$ cat config.mk
export PLATFORM = sky130hd
export DESIGN_NAME = serial_subtractor
export DESIGN_NICKNAME = d
export VERILOG_FILES = /design/src/rtl/serial_sub_pkg.sv /design/src/rtl/half_subtractor.sv /design/src/rtl/serial_subtractor.sv
export SDC_FILE = /design/constraint.sdc
export NUM_CORES = 1
export LEC_CHECK = 0
export CORE_ASPECT_RATIO = 0.9
export CORE_UTILIZATION = 39
export DETAILED_ROUTE_END_ITERATION = 12
export DONT_BUFFER_PORTS = 1
export SLEW_MARGIN = 20
export SYNTH_ARGS = -nofsm -noshare
export SYNTH_HDL_FRONTEND = slang
export SYNTH_SLANG_ARGS = --single-unit
$ cat constraint.sdc
create_clock -name clk -period 2 [get_ports clk]
set_clock_uncertainty 0.2 [all_clocks]
set_input_delay 0.2 -clock clk [delete_from_list [all_inputs] [get_ports clk]]
set_output_delay 0.2 -clock clk [all_outputs]
set_load 0.01 [all_outputs]
$ cat src/rtl/serial_sub_pkg.sv
// Shared types and helpers for the bit-serial subtractor: FSM state encoding,
// default operand width and a one-bit full-subtract reference function.
package serial_sub_pkg;

  localparam int DEFAULT_WIDTH = 8;

  typedef enum logic [1:0] {
    IDLE  = 2'd0,
    SHIFT = 2'd1,
    DONE  = 2'd2
  } state_t;

  // One full-subtract step; returns {borrow_out, difference}.
  function automatic logic [1:0] sub_bit(input logic a, input logic b, input logic bin);
    logic x;
    x = a ^ b;
    return {(~a & b) | (~x & bin), x ^ bin};
  endfunction

endpackage

$ cat src/rtl/half_subtractor.sv
// Combinational half subtractor: difference and borrow of A - B for one bit.
module half_subtractor (
  input  logic A,
  input  logic B,
  output logic D,
  output logic Bo
);

  assign D  = A ^ B;
  assign Bo = ~A & B;

endmodule

$ cat src/rtl/serial_subtractor.sv
// Bit-serial unsigned subtractor D = A - B, LSB first over WIDTH cycles, with a
// start/done handshake. One full-subtractor slice is built from two half subtractors.
module serial_subtractor
  import serial_sub_pkg::*;
#(
  parameter int WIDTH = DEFAULT_WIDTH
) (
  input  logic             clk,
  input  logic             rst_n,
  input  logic             start,
  input  logic [WIDTH-1:0] A,
  input  logic [WIDTH-1:0] B,
  output logic             busy,
  output logic             done,
  output logic [WIDTH-1:0] D,
  output logic             borrow_out
);

  localparam int CW = $clog2(WIDTH);
  localparam logic [CW-1:0] LAST = CW'(WIDTH - 1);

  state_t           state;
  logic [WIDTH-1:0] a_sr;
  logic [WIDTH-1:0] b_sr;
  logic [WIDTH-1:0] res_sr;
  logic [CW-1:0]    count;
  logic             borrow;

  logic hs0_d, hs0_bo, hs1_bo, diff_bit, borrow_next;

  half_subtractor u_hs0 (
    .A  (a_sr[0]),
    .B  (b_sr[0]),
    .D  (hs0_d),
    .Bo (hs0_bo)
  );

  half_subtractor u_hs1 (
    .A  (hs0_d),
    .B  (borrow),
    .D  (diff_bit),
    .Bo (hs1_bo)
  );

  assign borrow_next = hs0_bo | hs1_bo;

  // NOTE: every register here, shift registers included, is in the async reset so an
  // aborted operation leaves no stale partial result behind; state updates use <= only.
  always_ff @(posedge clk or negedge rst_n) begin
    if (!rst_n) begin
      state      <= IDLE;
      a_sr       <= '0;
      b_sr       <= '0;
      res_sr     <= '0;
      count      <= '0;
      borrow     <= 1'b0;
      busy       <= 1'b0;
      done       <= 1'b0;
      D          <= '0;
      borrow_out <= 1'b0;
    end else begin
      case (state)
        IDLE: begin
          done <= 1'b0;
          busy <= start;
          if (start) begin
            a_sr   <= A;
            b_sr   <= B;
            res_sr <= '0;
            borrow <= 1'b0;
            count  <= '0;
            state  <= SHIFT;
          end
        end
        SHIFT: begin
          res_sr <= {diff_bit, res_sr[WIDTH-1:1]};
          a_sr   <= a_sr >> 1;
          b_sr   <= b_sr >> 1;
          borrow <= borrow_next;
          // Hold count at its terminal value instead of letting it wrap.
          if (count == LAST) begin
            state <= DONE;
          end else begin
            count <= count + 1'b1;
          end
        end
        DONE: begin
          D          <= res_sr;
          borrow_out <= borrow;
          done       <= 1'b1;
          state      <= IDLE;
        end
        default: state <= IDLE;
      endcase
    end
  end

endmodule

==> results.yml <==
drt:
  drc_errors: 0
  drt_wl_total_um: 3480
  drtIter0Drc: 40
  viasPerCell: 5.43
  vias: 1276
  routedWlPerCell_um: 14.8
  firstDrtPassIters: 4
  antenna_left: 0
hold_path:
  hold_path_class: "in -> reg"
  hold_depth: 3
  min_from: "start"
  hold_end: "b_sr[7]"
clock_tree:
  clk_latency_ns: 0.28
  numCtsBuffers: 5
  post_cts_buffers: 0
  clockRootBuffer: "clkbuf_8"
  cts_tree: "yes"
  h-tree-depth: 2
  cts.sinks: 41
  path_clk_slew_ns: 0.07
  max-clock-path-buffers: 2
worst_setup_path:
  path_class: "reg -> reg"
  rr_startpoint: "state[1]"
  r2r_cells: 3
  reg2reg_slack_ns: 0.23
  worstPathMaxFanout: 16
  cp_data_arrival_time_ns: 1.77
  cp-start-kind: "register"
  worstSetupEndpointType: "register"
  reg2reg_to: "b_sr[5]"
  cp.required_ns: 2.00
power:
  peakVddDrop_mv: 0.732
  pwr-share-seq_pct: 51.2
  power_switching_mw: 1.02
  swShare_pct: 34.8
  p_int_mw: 1.92
  power_density_mw_per_mm2: 1400
  p_comb_share_pct: 30.9
  p_clk_share_pct: 17.9
  leakagePower_nw: 0.915
synth:
  synth_area_mm2: 0.00181
  yosysTopAreaCell: "dfrtp_1"
  ys_seq_area_share_pct: 56.6
  ys_types: 22
  ys_ff_latch: 41
  syn_avg_cell_area_um2: 11.3
  syn_inst: 160
  netlist.area_leader.share_pct: 56.6
  yosys_warnings: 0
  ys_top_cells_by_area: "dfrtp_1, nor3_1, mux2_2"
  syn-num-nets: 182
status:
  status: "finished, final reports clean"
placement:
  dp_hpwl_um: 2210
  dp_cells: 209
  port_buffers: 0
  place_ws_ns: 0.245
  gp_congestion: 0.694
timing:
  tns_ns: 0
  setup_viol: 0
  fin_ws_ns: 0.229
  min_period_ns: 1.77
  final_max_slew_viol_count: 0
  fin_crit_sh_pct: 88.5
  whs_ns: 0.00733
  worstMarginPinSlew_ns: 0.851
  relSlewSlack_pct: 43.2
  rsz0062_at_grt: "no"
  final-hold-violation-count: 0
  max_freq_ghz: 0.565
grt:
  track_usage_pct: 17.0
  antenna_found_initial: 0
  grt_pass1_wl_um: 6290
  grt_max_degree: 42
  overflow: 0
  grt_pass1_vias: 1352
flow_run:
  maxCapViolations: 0
finish:
  finalNetCount: 195
  drive_above_1_share_pct: 12.1
  area_growth_pct: 16.1
  fin_cells: 235
  num_antenna_cells: 0
  final_core_util_pct: 47.2
  fillers: 425
floorplan:
  initial_core_util_pct: 40.6
  die_area_mm2: 0.00493
  die-height_um: 66.7
  coreArea_mm2: 0.00446
  std_cell_rows: 23
  die_x_um: 73.9
  io_pins: 30
## layer usage
metal / up-vias / share of wire (%) / wire, um / global-route usage [%]
met2: 28 / 48 / 1660 / 28.7
met3: 5 / 4.0 / 140 / 4.39
met1: 629 / 47 / 1650 / 21.5
met5: - / 0 / 0 / 0
li1: 614 / - / - / -
met4: 0 / 0.95 / 33 / 5.05
## worst max-delay path by stage
| stage | from | to | slack [ns] | cells after the start |
|---|---|---|---|---|
| finish | state[1] | b_sr[5] | 0.23 | 3 |
| floorplan | count[0] | count[0] | 0.47 | 4 |
| global placement | state[1] | b_sr[5] | 0.30 | 3 |
| global route | state[1] | a_sr[5] | 0.06 | 3 |
| detailed placement | state[1] | b_sr[5] | 0.25 | 3 |
| CTS | state[1] | b_sr[5] | 0.23 | 3 |
## through the flow
stage               power, mW  cell area [um2]
global placement         2.32             1820
CTS                      2.98             2100
finish                   2.94             2100
floorplan                2.22             1810
detailed placement       2.39             1820
global route             3.20             2100
## power by group through the flow
| stage | clock [mW] | combinational [mW] | sequential (mW) |
|---|---|---|---|
| after global placement | 0 | 0.818 | 1.50 |
| after floorplan | 0 | 0.802 | 1.42 |
| final | 0.528 | 0.910 | 1.51 |
| after CTS | 0.554 | 0.923 | 1.51 |
| after detailed placement | 0 | 0.871 | 1.52 |
| after global routing | 0.581 | 1.06 | 1.55 |
## area by class of cell
type                    count  area [um2]  area share, %
repair buffers             20         208           9.87
well taps                  62        77.6           3.69
inverters                   3        11.3          0.535
clock buffers               7        86.3           4.10
flip-flops and latches     41        1030           48.8
multi-input cells         102         696           33.1
## Yosys cell counts (all sizes together)
master and count:
o32ai 4, nor2b 2, clkbuf 1, o21bai 1
ha 2, o22ai 14, dfrtp 41, mux2i 1
fa 1, buf 13, or2 1, a22o 13
inv 3, mux2 11, nand2b 3, nor3 30
o21ai 5, nor2 9, nand2 5
## critical path: stages, from the launching register on
cell and delay [ns]:
dfrtp_1 0.55, nand2b_1 0.57, o22ai_1 0.19, nor3_1 0.17
## layout by cell type, fill, tap and decap left out, drive strengths merged, types with 2 or more instances in the layout
master | synthesis | final
dlygate4sd3 | 0 | 18
buf | 13 | 2
o22ai | 14 | 14
dfrtp | 41 | 41
clkbuf | 1 | 7
o21ai | 5 | 5
a22o | 13 | 13
nor2 | 9 | 9
mux2 | 11 | 11
nor3 | 30 | 30
inv | 3 | 3
o32ai | 4 | 4
nor2b | 2 | 2
nand2 | 5 | 5
nand2b | 3 | 3
ha | 2 | 2
## what timing repair did
action                                 CTS  global route
gates resized for setup                  0             0
hold buffers                            19             0
endpoints found under the hold margin   59             0
## logic make-up after synthesis
family,share of synthesized area (%)
AND/OR/NAND/NOR,13.7
buffers and inverters,5.04
flip-flops,56.6
AO/OA/AOI/OAI,14.8
multiplexers,7.38
adder cells (fa/ha/maj),2.48
## registers in the layout (all words and copies together), names as in the netlist, 2 cells and up
register	cells
b_sr	8
state	2
count	3
res_sr	8
D	8
a_sr	8
No activity file was read; power rests on OpenSTA's default activity.
